File: src/rtl/jpeg_pkg.sv
// Shared JPEG decoder types and tables: coefficient type, clip limits,
// zigzag scan table and the dequantizer state encoding.
package jpeg_pkg;

   typedef logic signed [10:0] coef_t;

   localparam int COEF_MAX = 1023;
   localparam int COEF_MIN = -1024;

   // Zigzag position k -> natural index packed as {row[2:0], col[2:0]}
   localparam logic [5:0] ZIGZAG [64] = '{
       0,  1,  8, 16,  9,  2,  3, 10,
      17, 24, 32, 25, 18, 11,  4,  5,
      12, 19, 26, 33, 40, 48, 41, 34,
      27, 20, 13,  6,  7, 14, 21, 28,
      35, 42, 49, 56, 57, 50, 43, 36,
      29, 22, 15, 23, 30, 37, 44, 51,
      58, 59, 52, 45, 38, 31, 39, 46,
      53, 60, 61, 54, 47, 55, 62, 63
   };

   typedef enum logic [1:0] {
      ST_FILL  = 2'd0,
      ST_DRAIN = 2'd1,
      ST_HOLD  = 2'd2
   } deq_state_e;

endpackage

File: src/rtl/zigzag_index_map.sv
// Combinational zigzag scan position to (row, col) lookup, shared by the
// Y/Cb/Cr dequantizers.
module zigzag_index_map
   import jpeg_pkg::*;
(
   input  logic [5:0] idx,
   output logic [2:0] row,
   output logic [2:0] col
);

   assign {row, col} = ZIGZAG[idx];

endmodule

File: src/rtl/cb_dequantizer.sv
// Cb dequantizer: collects 64 zigzag-ordered coefficients, multiplies by the
// quantization table, clips to 11 bits and presents a natural-order block.
module cb_dequantizer
   import jpeg_pkg::*;
#(
   parameter int Q_MATRIX [0:7][0:7] = '{8{'{8{1}}}}
) (
   input  logic  clk,
   input  logic  rst,
   input  logic  in_valid,
   output logic  in_ready,
   input  coef_t in_coef,
   output logic  out_valid,
   input  logic  out_ready,
   output coef_t out_block [0:7][0:7],
   output logic  out_sat
);

   function automatic coef_t clip_coef(input logic signed [19:0] p);
      if (p > COEF_MAX)      return coef_t'(COEF_MAX);
      else if (p < COEF_MIN) return coef_t'(COEF_MIN);
      else                   return coef_t'(p[10:0]);
   endfunction

   function automatic logic clip_hit(input logic signed [19:0] p);
      return (p > COEF_MAX) || (p < COEF_MIN);
   endfunction

   deq_state_e state_q, state_d;
   logic [5:0] k_q, k_d;
   logic       in_ready_q, in_ready_d;
   logic       out_valid_q, out_valid_d;
   logic       sat_q, sat_d;
   logic       wr_vld_q, wr_vld_d;
   logic [2:0] wr_row_q, wr_row_d;
   logic [2:0] wr_col_q, wr_col_d;
   coef_t      wr_coef_q, wr_coef_d;
   coef_t      buf_q [0:7][0:7];
   coef_t      buf_d [0:7][0:7];

   logic              xfer;
   logic [2:0]        zz_row, zz_col;
   logic [7:0]        q_ent;
   logic signed [19:0] prod;

   zigzag_index_map u_zigzag (
      .idx (k_q),
      .row (zz_row),
      .col (zz_col)
   );

   assign xfer  = in_valid && in_ready_q;

   // Stage 1: the registered coefficient is scaled and clipped on its way into the buffer
   assign q_ent = 8'(Q_MATRIX[wr_row_q][wr_col_q]);
   assign prod  = 20'(wr_coef_q) * $signed({12'd0, q_ent});

   always_comb begin
      state_d     = state_q;
      k_d         = k_q;
      in_ready_d  = in_ready_q;
      out_valid_d = out_valid_q;
      sat_d       = sat_q;
      wr_vld_d    = xfer;
      wr_row_d    = zz_row;
      wr_col_d    = zz_col;
      wr_coef_d   = in_coef;
      buf_d       = buf_q;

      if (wr_vld_q) begin
         buf_d[wr_row_q][wr_col_q] = clip_coef(prod);
         if (clip_hit(prod)) sat_d = 1'b1;
      end

      case (state_q)
         ST_FILL: begin
            in_ready_d = 1'b1;
            if (xfer) begin
               k_d = k_q + 6'd1;
               if (k_q == 6'd0) sat_d = 1'b0;
               if (k_q == 6'd63) begin
                  state_d    = ST_DRAIN;
                  in_ready_d = 1'b0;
                  k_d        = 6'd0;
               end
            end
         end
         // One cycle lets the final pipelined write land before the block is shown
         ST_DRAIN: begin
            state_d     = ST_HOLD;
            out_valid_d = 1'b1;
         end
         ST_HOLD: begin
            if (out_ready) begin
               state_d     = ST_FILL;
               out_valid_d = 1'b0;
               in_ready_d  = 1'b1;
            end
         end
         default: state_d = ST_FILL;
      endcase
   end

   always_ff @(posedge clk or negedge rst) begin
      if (!rst) begin
         state_q     <= ST_FILL;
         k_q         <= 6'd0;
         in_ready_q  <= 1'b0;
         out_valid_q <= 1'b0;
         sat_q       <= 1'b0;
         wr_vld_q    <= 1'b0;
         buf_q       <= '{default: '0};
      end else begin
         state_q     <= state_d;
         k_q         <= k_d;
         in_ready_q  <= in_ready_d;
         out_valid_q <= out_valid_d;
         sat_q       <= sat_d;
         wr_vld_q    <= wr_vld_d;
         buf_q       <= buf_d;
      end
   end

   // Stage 0: coefficient and its natural position captured at the transfer
   always_ff @(posedge clk) begin
      wr_row_q  <= wr_row_d;
      wr_col_q  <= wr_col_d;
      wr_coef_q <= wr_coef_d;
   end

   assign in_ready  = in_ready_q;
   assign out_valid = out_valid_q;
   assign out_sat   = sat_q;
   assign out_block = buf_q;

endmodule
File: config.mk
export PLATFORM = sky130hd
export DESIGN_NAME = cb_dequantizer
export DESIGN_NICKNAME = d
export VERILOG_FILES = /design/src/rtl/jpeg_pkg.sv /design/src/rtl/zigzag_index_map.sv /design/src/rtl/cb_dequantizer.sv
export SDC_FILE = /design/constraint.sdc
export NUM_CORES = 1
export LEC_CHECK = 0
export ABC_AREA = 1
export BUFFER_PORTS_ARGS = -buffer_cell sky130_fd_sc_hd__buf_2
export CORE_AREA = 2 2 277 279
export DETAILED_ROUTE_END_ITERATION = 10
export DIE_AREA = 0 0 279 281
export GPL_ROUTABILITY_DRIVEN = 1
export GPL_TIMING_DRIVEN = 0
export PLACE_DENSITY = 0.57
export SLEW_MARGIN = 10
export SYNTH_ARGS = -nofsm -noshare
export SYNTH_HDL_FRONTEND = slang
export SYNTH_SLANG_ARGS = --single-unit
File: constraint.sdc
create_clock -name clk -period 2.45 [get_ports clk]
set_input_delay 0.245 -clock clk [delete_from_list [all_inputs] [get_ports clk]]
set_output_delay 0.245 -clock clk [all_outputs]
set_load 0.01 [all_outputs]
Word level (Yosys, flattened, before mapping)
Memories as Yosys holds them, arrays and structs flattened. A register that Yosys moved wholly into a read port is not among the register bits.
Index checks and enable logic that the tools add are counted.
{"block": "word_totals", "regBits": 727, "rom_bits": 2432, "inputBits": 15, "out_inout_bits": 707, "memories": 2}
{"name": "(no name shown)", "depth": 8, "word_bits": 256, "rd": 1, "rd_clocked_by_memory_dff": 0, "write_ports": 0, "line_no": "cb_dequantizer.sv:55", "source": "assign q_ent = 8'(Q_MATRIX[wr_row_q][wr_col_q]);"}
{"name": "(no name shown)", "depth": 64, "word_bits": 6, "rd": 1, "rd_clocked_by_memory_dff": 1, "write_ports": 0, "line_no": "zigzag_index_map.sv:11", "source": "assign {row, col} = ZIGZAG[idx];"}
{"block": "classes", "n_addsub": 1, "n_mul": 1, "magnitude_cmp": 6, "n_eq_ne": 6, "muxes": 29, "bitwise": 3, "reduce_logical": 12}
{"cell": "704-bit bitwise mux", "count": 1}
{"cell": "256-bit two-way mux", "count": 2}
{"cell": "88-bit demux with 3-bit select", "count": 1}
{"cell": "32-bit binary-select mux with 3-bit select", "count": 1}
{"cell": "88-bit two-way mux", "count": 1}
{"cell": "11-bit two-way mux", "count": 4}
{"cell": "11-bit demux with 3-bit select", "count": 1}
{"cell": "20-bit by 11-bit > comparator with 1-bit output (second input constant)", "count": 1}
{"cell": "20-bit by 11-bit < comparator with 1-bit output (second input constant)", "count": 1}
{"cell": "11-bit by 9-bit multiplier with 20-bit output", "count": 1}
{"cell": "8-bit two-way mux", "count": 2}
{"cell": "1-bit two-way mux", "count": 9}
{"cell": "4-bit >= comparator (second input constant)", "count": 2}
{"cell": "4-bit by 1-bit < comparator with 1-bit output (second input constant)", "count": 2}
{"cell": "3-bit inverter with 4-bit output", "count": 2}
{"cell": "6-bit inverter with 7-bit output", "count": 1}
{"cell": "6-bit by 1-bit adder with 6-bit output (second input constant)", "count": 1}
{"cell": "6-bit == test (second input constant)", "count": 1}
{"cell": "6-bit logical NOT", "count": 1}
{"cell": "2-bit two-way mux", "count": 3}
{"cell": "6-bit two-way mux", "count": 1}
{"cell": "2-bit inequality test (second input constant)", "count": 3}
{"cell": "2-bit one-hot mux with 3 select lines", "count": 1}
{"cell": "2-bit AND reduction", "count": 3}
{"cell": "8 further kinds", "count": 12}

Logic depth before layout (Yosys ltp)
Gate-level depths: netlist of run 1.
{"block": "depth", "word_depth": 15, "mapped_depth": 11, "depth_no_buf": 10}

Modules after synthesis
From an unflattened synthesis of run 1, not the netlist that was laid out.
{"block": "hier_totals", "hier_cells": 2628, "hier_area_um2": 26570.5}
{"mod": "cb_dequantizer", "n_inst": 1, "cells_per_inst": 2491, "area_each_um2": 25867.3}
{"mod": "zigzag_index_map", "n_inst": 1, "cells_per_inst": 137, "area_each_um2": 703.2}

Worst setup path after synthesis of run 1
No wires, ideal clock.
{"block": "synth_timing", "path_kind": "reg2reg", "from": "reg k_q[0]", "to": "reg wr_col_q[1]", "arrival_time_ns": 1.719, "required_ns": 2.329, "slack_ns": 0.610, "path_stages_with_launch": 10, "n_path_buf": 1, "period_less_slack_ns": 1.840, "path_cell_list": "dfrtp_1 -> clkbuf_1 -> clkinv_1 -> ha_1 -> nand2_1 -> o21ai_0 -> nand2_1 -> nand2_1 -> nand2_1 -> nand3_1"}
{"block": "synth_via", "elab_chain_cells": 1}
{"element": "start: declaration", "line_no": "cb_dequantizer.sv:30", "source": "logic [5:0] k_q, k_d;"}
{"element": "start signal: assignment", "line_no": "cb_dequantizer.sv:115", "source": "k_q <= k_d;"}
{"element": "6-bit inverter with 7-bit output (implied by the code)", "line_no": "zigzag_index_map.sv:11"}
{"element": "end: declaration", "line_no": "cb_dequantizer.sv:36", "source": "logic [2:0] wr_col_q, wr_col_d;"}
No other way between the ends.
A chain may end at the register's enable or synchronous reset.

Worst setup path after layout of run 1
Same ends and word-level chain as after synthesis.

==> results of run 1 <==
-- registers in the layout, indices dropped and copies added, names as in the netlist --
signal and cells:
out_block 704, in_ready 1, wr_coef_q 11, k_q 6, out_valid 1, out_sat 1, wr_row_q 3, state_q 2
wr_col_q 3, wr_vld_q 1
-- repair_timing --
action,in CTS,in global routing
resized for setup,0,2
setup endpoints to repair,0,24
endpoints found under the hold margin,99,84
-- worst max path at each step --
stage / from / to / slack, ps / cells after the start
floorplan: k_q[0] / wr_col_q[1] / 610 / 9
global placement: rst / out_block[118] / -14600 / 1
detailed placement: rst / out_block[591] / -240 / 5
CTS: wr_vld_q / out_block[694] / 120 / 7
global route: k_q[0] / wr_col_q[1] / -70 / 9
finish: k_q[0] / wr_col_q[1] / 160 / 9
-- worst reg2reg max path, cell delays in order, from the launching register on --
cell	delay, ps
dfrtp_1	430
clkbuf_1	380
clkinvlp_4	360
ha_1	430
nand2_1	190
o21ai_0	120
nand2_1	80
nand2_1	50
nand2_1	50
nand3_1	80
-- cell type report --
type | count | share of cell area [%]
Antenna cell | 3 | 0.0216
Buffer | 202 | 2.39
Clock buffer | 123 | 6.99
Clock inverter | 27 | 0.923
Inverter | 45 | 0.497
Multi-Input combinational cell | 1656 | 21.3
Sequential cell | 733 | 52.6
Tap cell | 978 | 3.53
Timing Repair Buffer | 753 | 11.8
-- per-layer routing --
metal	track usage (%)	wire length, um
met4	11.6	4790
met5	0	0
met1	34.0	42500
met3	6.51	7930
met2	41.4	49000
-- cells by family (layout without fill, tap and decap cells) --
| family | Yosys count | count (layout) |
|---|---|---|
| AO/OA/AOI/OAI | 724 | 724 |
| XOR/XNOR | 2 | 2 |
| adder cells (fa/ha/maj) | 15 | 15 |
| buffers and inverters | 247 | 1150 |
| flip-flops | 733 | 733 |
| other | 0 | 3 |
| AND/OR/NAND/NOR | 915 | 915 |
-- power groups by stage --
| stage | Combinational [uW] | Clock, uW | Sequential, uW |
|---|---|---|---|
| after floorplan | 4480 | 0 | 21100 |
| after global placement | 14300 | 0 | 19100 |
| after detailed placement | 14700 | 0 | 19200 |
| after CTS | 14700 | 12700 | 19100 |
| after global routing | 16100 | 13200 | 19600 |
| final | 14600 | 12500 | 19100 |
-- layout by cell type, fill, tap and decap left out, drive strengths merged --
master and n:
clkinvlp 4, nor3 9, nand2 856, o22ai 1, nor2 20, diode 3, dfrtp 716, clkbuf 267
a21oi 5, nand4 1, o211ai 2, dlygate4sd3 13, bufinv 3, dfxtp 17, a21boi 1, or2 1
inv 37, buf 798, clkinv 28, nand3 28, xor2 2, ha 15, o21ai 715
-- through the flow --
step / hold slack, ps / total power [uW] / worst slack [ps]
floorplan: -50.6 / 25600 / 610
global placement: 348 / 33500 / -14600
detailed placement: 301 / 33900 / -245
CTS: -403 / 46500 / 122
global route: -365 / 48900 / -73.1
finish: -390 / 46200 / 160
==> run metrics, run 1 <==
outcome=complete, but fails checks; failing checks=hold timing; Fin. Hold Viols=84; combinational family with the most area after synthesis=compound AO/OA/AOI/OAI gates; FP Rows=101; final net count=3,502; WS Path Type=reg -> reg; Buf/Inv on CP=2; Clock Skews=28.7 ps; H-tree levels=3; final antenna-violating net count=0; period utilisation layout=93.5%; sw power=approximately 17,000 uW; post-synthesis adder-cell area fraction=0.706%; top post-synthesis cells by area=dfrtp_1 (67%), o21ai_0 (13%), nand2_1 (12%); relative slew slack=a little over a quarter; global-route usage over all layers=26.1%; post-synthesis xor/xnor area fraction=0.0659%; most area-hungry cell type in the Yosys netlist=dfrtp_1; port bufs=between 700 and 800; most frequent cells after synthesis=nand2_1 (856), dfrtp_1 (716), o21ai_0 (715); root buffer cell=clkbuf_16; multi-input logic area=7390 um2; synthesized area per cell=10.1 um2; Bufs on Longest Clock Path=3; Worst EP required=2940 ps; worst-path maximum fanout=11; Placed Cells=4,354; most common cell in the netlist=nand2_1; Final Util=46.0%; GR Overflow Total=0; starting density of the core=between 30% and 40%; clock power share=27.0%; Synth top area share=67.4%; post-synthesis compound-gate area fraction=13.7%; Die Y=~280 um; hold buffer count at cts=13; Placer Congestion=between 0.8 and 0.9; CP arrival=2780 ps; Yosys reg bits=733; sw frac=36.9%; Synth Area in Simple Gates=a little over an eighth; Slowest cell on crit path=dfrtp_1; leakage=0.0181 uW; combinational power share=31.6%; Cell Chain, Critical Path=clkbuf_1, clkinvlp_4, ha_1, nand2_1, o21ai_0, nand2_1, nand2_1, nand2_1, nand3_1; die boundary width=279 um; first-pass GRT wire length=151,000 um; Post-Synthesis Cells=roughly 2.6k; layout cells sized above 1=a little over a quarter; TritonCTS clock tree=built; DR iter-0 viols=1,816; TritonCTS buffer count=81; R2R cell count=9; number of synthesized flops with an enable pin=0; # DRC=0; Setup Buffers After CTS=0; Sequential Area=approximately 18,000 um2; clk sinks=733; synth warn=0; worst r2r dst=wr_col_q[1]; Setup TNS=0 ps; Setup crit start kind=flop; Post-Layout Cell Count=about 4.5k; internal power=a little under 30,000 uW; initial antenna violation count=6; later-pin clock latency in the skew report=~640 ps; die area=78,400 um2; Fillers=about 7.3k; RSZ-0062 raised after global routing=true; CP Capture Type=flop; pwr/cell area=1330 nW/um2; HP Class=in -> async; Boundary Pins=slightly above 700; maximum vdd drop=roughly 0.66 mV; vias per cell=5.00; Area growth, synth to finish=30.6%; syn nets=roughly 2.7k; Slew Limit Fails=0; mux contribution to synthesized area=0%; share of flip-flops with an asynchronous set or reset=between 90% and 100%; DR pass1 iterations=6; Routed WL per cell=around 23 um; Period minus WS final=approximately 2300 ps; post-layout instance area=between 30,000 and 40,000 um2; Seq/Total Area, Yosys=just under 70%; Hold Worst Slack=-390 ps; placed instance area=about 32,000 um2; total of max-cap violations=0; Post-Synthesis Cell Area=~27,000 um2; worst-margin pin slew=1100 ps; vias=22.6k; family with the most delay on the worst path=buffers and inverters; synth unique cells=20; sequential share of power=41.4%; f_max=~440 MHz; HPWL reported at the end of detailed placement=72,900 um; crit-path max cell delay=430 ps; Clk pin slew, worst setup/hold paths=roughly 60 ps; final setup vio count=0; Worst path most repeated cell=nand2_1; vias in the first global route=21.6k; Main synth FF type=dfrtp_1; reg2reg start=k_q[0]; WL final=between 100,000 and 150,000 um; pin count of the biggest net entering global routing=100; flop-to-flop setup slack=160 ps; core area=75,400 um2
Note: power is estimated with default switching activity, not from simulation.
==> run 2, diff against run 1 <==
Settings changed: ABC_AREA 1 to unset, PLACE_DENSITY 0.57 to 0.6, SETUP_SLACK_MARGIN set to 0.05.
==> run 2 against run 1 <==
Net effect:
- the flow now finishes without violations
- non-clock buffer count shrank 53
- sequential share of layout area decreased by 2.0 points
- count of clock-buffer cells in the layout decreased by 14
- total power up 1.5%
- sequential power hardly changed
- setup slack got worse by 63 ps
- synthesized area up 6.2%
- final area increased by 4.1%
- die area unchanged
- largest cell class unchanged
==> run metrics, run 2 <==
max reg flops=704; share of flip-flops with an asynchronous set or reset=97.7%; most common cell in the netlist=dfrtp_1; multi-input logic area=9300 um2; HPWL reported at the end of detailed placement=68,200 um; Period minus WS final=2350 ps; vias in the first global route=19.0k; most frequent cells after synthesis=dfrtp_1 (716), mux2_2 (703), clkbuf_1 (74); root buffer cell=clkbuf_16; Cell Chain, Critical Path=clkbuf_4, clkinvlp_4, ha_2, nand2b_2, nand2_1, mux4_2, mux2i_1; placed instance area=33,300 um2; relative slew slack=16.8%; Sequential Area=18,300 um2; later-pin clock latency in the skew report=650 ps; CP arrival=2880 ps; number of synthesized flops with an enable pin=0; WL final=94,000 um; Post-Synthesis Cells=1,815; TritonCTS clock tree=built; most frequent cells in the layout=buf_2 (782), dfrtp_1 (714), mux2_2 (703), clkbuf_1 (93), clkbuf_16 (80); die area=78,400 um2; Post-Synthesis Cell Area=28,200 um2; FP Rows=101; Setup crit start kind=flop; synthesized area per cell=between 15 and 20 um2; layout cells sized above 1=61.2%; final setup vio count=0; synth warn=0; total of max-cap violations=0; syn nets=between 1.5k and 2k; Area growth, synth to finish=27.9%; commonest non-fill, non-tap cell in the layout=buf_2; period utilisation layout=96.1%; H-tree levels=3; crit path from=k_q[0]; port bufs=721; die boundary width=279 um; maximum vdd drop=roughly 0.77 mV; Yosys reg bits=733; reg2reg start=k_q[0]; worst-margin pin slew=between 1000 and 1500 ps; Routed WL per cell=about 26 um; CP Capture Type=flop; GR Overflow Total=0; TritonCTS buffer count=80; Bufs on Longest Clock Path=3; HP Class=in -> async; Clk pin slew, worst setup/hold paths=60 ps; final antenna-violating net count=0; clk sinks=733; DR iter-0 viols=about 890; Boundary Pins=722; vias=18.5k; global-route usage over all layers=around a quarter; # DRC=0; core area=75,400 um2; pin count of the biggest net entering global routing=118; Slew Limit Fails=0; worst-path maximum fanout=11; DR pass1 iterations=5; Worst EP required=2980 ps; top post-synthesis cells by area=dfrtp_1 (63%), mux2_2 (28%), dfxtp_1 (1.2%); Slowest cell on crit path=dfrtp_2; leakage=0.0194 uW; most area-hungry cell type in the Yosys netlist=dfrtp_1; Synth top area share=63.5%; post-layout instance area=36,100 um2; final net count=2,674; f_max=425 MHz; starting density of the core=37.4%; initial antenna violation count=5; pwr/cell area=approximately 1300 nW/um2; Main synth FF type=dfrtp_1; crit-path max cell delay=480 ps; synth unique cells=52; WS Path Type=reg -> reg; RSZ-0062 raised after global routing=true; Seq/Total Area, Yosys=64.7%; outcome=finished, final reports clean; Die Y=between 200 and 300 um; Clock Skews=29.2 ps; Setup TNS=0 ps; vias per cell=5.02; first-pass GRT wire length=135,000 um; Fin. Hold Viols=0; Placer Congestion=between 0.8 and 0.9; Fillers=6,757
-- run 2: cell types whose count changed after synthesis, moves of 12 or more --
cell	previous run	this run
mux2_2	0	703
clkbuf_1	144	74
nor2_1	20	34
nand2_1	856	59
clkinv_1	13	0
inv_1	32	10
nand3_1	28	7
buf_4	0	12
o21ai_0	715	9
-- run 2: final cells by class --
cell class	count	share of cell area, %
sequential	733	50.6
multi-input combinational	917	25.8
timing repair buffer	747	11.0
clock buffer	109	6.07
tap	978	3.39
buffer	155	1.97
clock inverter	28	1.13
inverter	10	0.114
antenna	1	0.00693
-- run 2: cell families (layout without fill, tap and decap cells) --
group | Yosys count | count (layout) | synth area share [%]
DFF | 733 | 733 | 64.7
muxes | 712 | 712 | 28.5
buffers and inverters | 165 | 1049 | 2.61
and+or+nand+nor | 145 | 145 | 2.50
AOI/OAI and AO/OA | 44 | 44 | 1.07
adders and majority gates | 15 | 15 | 0.665
xor gates and xnor gates | 1 | 1 | 0.0310
other | 0 | 1 | 0
-- run 2: path summary, 6_finish.rpt --
kind	endpoint	slack [ps]	depth (start not counted)
max reg2reg	wr_col_q[0]	100	7
min	out_block[559]	120	2
min in group clk	wr_coef_q[7]	240	2
max	wr_col_q[0]	100	7
max in group asynchronous	out_block[681]	430	5
min reg2reg	out_block[14]	490	1
-- run 2: worst max-delay path, delay by kind of cell (launching register included) --
kind                     cells  cell delay [ps]
adder cells (fa/ha/maj)      1              390
multiplexers                 2              710
buffers and inverters        2              460
flip-flops                   1              480
AND/OR/NAND/NOR              2              210
-- run 2: what timing repair did --
action	4_1_cts	5_1_grt
hold buffers	14	0
setup buffers	0	4
endpoints found under the hold margin	96	0
gates resized for setup	11	7
endpoints found under the setup margin	111	96
-- run 2: per-stage QoR --
stage	setup WS (ps)	power, uW	std cells	util (%)	hold slack, ps
CTS	-53.0	47300	3673	47.8	171
global route	18.0	49200	3677	47.9	149
floorplan	343	26900	1815	-	-50.6
finish	96.6	46900	3678	47.9	118
detailed placement	-395	35100	3522	44.1	266
global placement	-13310	34600	3514	43.8	348
-- run 2: where the power goes --
| part | switching [uW] | internal, uW |
|---|---|---|
| Clock | 5060 | 6960 |
| Sequential | 2390 | 16800 |
| Combinational | 8530 | 7180 |
| Total | 16000 | 30900 |
-- run 2: routing by layer --
metal  part of all wire, %  global-route usage, %
met3                   5.6                   4.90
met1                    41                   29.7
met5                     0                      0
met4                   3.6                   9.14
met2                    50                   39.9
==> run 3, diff against run 2 <==
Clock period 2.45 ns to 2.9 ns, I/O delays scaled along.
==> run 3 against run 2 <==
Net effect:
- global-route usage about the same
- first-iteration DRC count increased by 4.3%
- setup slack improved by 130 ps
- sequential power decreased by 15%
- hold slack improved by 96 ps
- critical path depth unchanged
- sequential cell count unchanged
- non-clock buffer count decreased by 4
- register-to-register slack improved by 130 ps
- final area decreased by 0.24%
- routed wire length about the same
- via count decreased by 0.12%
- largest power group unchanged
==> run metrics, run 3 (synthesized netlist as in run 2, its figures left out) <==
outcome=finished, final reports clean; Fillers=6,752; FP Rows=101; Setup Buffers After CTS=0; max reg flops=704; root buffer cell=clkbuf_16; final setup vio count=0; vias in the first global route=19.0k; Fin. Hold Viols=0; WL final=93,900 um; most frequent cells in the layout=buf_2 (782), dfrtp_1 (716), mux2_2 (703), clkbuf_1 (93), clkbuf_16 (80); H-tree levels=3; die boundary width=279 um; flop-to-flop setup slack=~220 ps; initial antenna violation count=5; Clk pin slew, worst setup/hold paths=60 ps; period utilisation layout=92.3%; maximum vdd drop=roughly 0.65 mV; TritonCTS buffer count=80; crit-path max cell delay=550 ps; Sequential Area=18,300 um2; Slew Limit Fails=0; CP arrival=3200 ps; Routed WL per cell=25.5 um; die area=just under 80,000 um2; final antenna-violating net count=0; global-route usage over all layers=23.6%; core area=between 70,000 and 80,000 um2; TritonCTS clock tree=built; # DRC=0; DR pass1 iterations=5; reg2reg start=k_q[0]; f_max=374 MHz; Setup crit start kind=flop; port bufs=721; vias per cell=around 5; GR Overflow Total=0; worst-margin pin slew=roughly 1200 ps; Bufs on Longest Clock Path=3; pin count of the biggest net entering global routing=between 100 and 150; Die Y=281 um; pwr/cell area=approximately 1100 nW/um2; leakage=0.0193 uW; worst r2r dst=wr_col_q[0]; commonest non-fill, non-tap cell in the layout=buf_2; Boundary Pins=722; Period minus WS final=between 2000 and 3000 ps; CP Capture Type=flop; Area growth, synth to finish=27.6%; relative slew slack=18.8%; starting density of the core=37.4%; first-pass GRT wire length=135,000 um; Placer Congestion=between 0.8 and 0.9; Final Util=between 40% and 50%; Clock Skews=28.2 ps; worst-path maximum fanout=11; R2R cell count=7; total of max-cap violations=0; Cell Chain, Critical Path=clkbuf_2, inv_1, ha_1, nand2b_1, nand2_1, mux4_2, mux2i_1; DR iter-0 viols=926; WS Path Type=reg -> reg; Worst EP required=3430 ps; vias=between 15k and 20k; later-pin clock latency in the skew report=640 ps; multi-input logic area=9250 um2; final net count=2,670; clk sinks=733; Slowest cell on crit path=dfrtp_1; HPWL reported at the end of detailed placement=68,200 um; HP Class=in -> async; Tot Pwr=39,500 uW; layout cells sized above 1=60.8%; RSZ-0062 raised after global routing=false
run 3: cell type report:
cell class              instances  area share (%)
inverters                      10           0.104
repair buffers                743            11.0
well taps                     978            3.40
diodes                          2          0.0139
flip-flops and latches        733            50.7
plain buffers                 155            1.97
multi-input cells             917            25.7
clock inverters                28            1.13
clock buffers                 109            6.08
run 3: worst max-delay path: cells and delay by family (launching register included):
kind	cells	cell delay [ps]
mux	2	720
flops	1	550
buf+inv	2	530
fa+ha+maj	1	460
simple gates	2	300
run 3: layer usage:
layer	track usage, %	up-vias	part of all wire [%]
li1	-	7995	-
met1	29.6	9666	41
met2	40.0	610	50
met3	4.90	157	5.7
met4	8.92	0	3.5
met5	0	-	0
run 3: repair_timing:
| action | CTS | global route |
|---|---|---|
| hold buffers | 14 | 0 |
| endpoints found under the setup margin | 1 | 0 |
| endpoints found under the hold margin | 94 | 0 |
| gates resized for setup | 1 | 0 |
run 3: through the flow:
stage	hold slack (ps)	instances	area [um2]	setup TNS [ps]	setup WS (ps)
2_1_floorplan	-5.59	1815	28200	0	793
6_report	213	3675	36000	0	224
3_5_place_dp	311	3522	33300	0	55.0
5_1_grt	258	3673	36000	0	83.5
4_1_cts	216	3673	36000	0	252
3_3_place_gp	393	3514	33100	-9126050	-12900
run 3: worst max-delay path by stage:
stage | start | to | slack, ps | cells past startpoint
after floorplan | k_q[0] | wr_col_q[0] | 790 | 7
after global placement | rst | out_block[419] | -12900 | 1
after detailed placement | k_q[0] | wr_col_q[0] | 60 | 7
after CTS | k_q[0] | wr_col_q[0] | 250 | 7
after global routing | k_q[0] | wr_col_q[0] | 80 | 7
final | k_q[0] | wr_col_q[0] | 220 | 7
run 3: report_power, final:
part / total [uW] / switching [uW] / internal [uW]
registers: 16200 / 2020 / 14200
logic: 13200 / 7170 / 6020
clock network: 10200 / 4270 / 5880
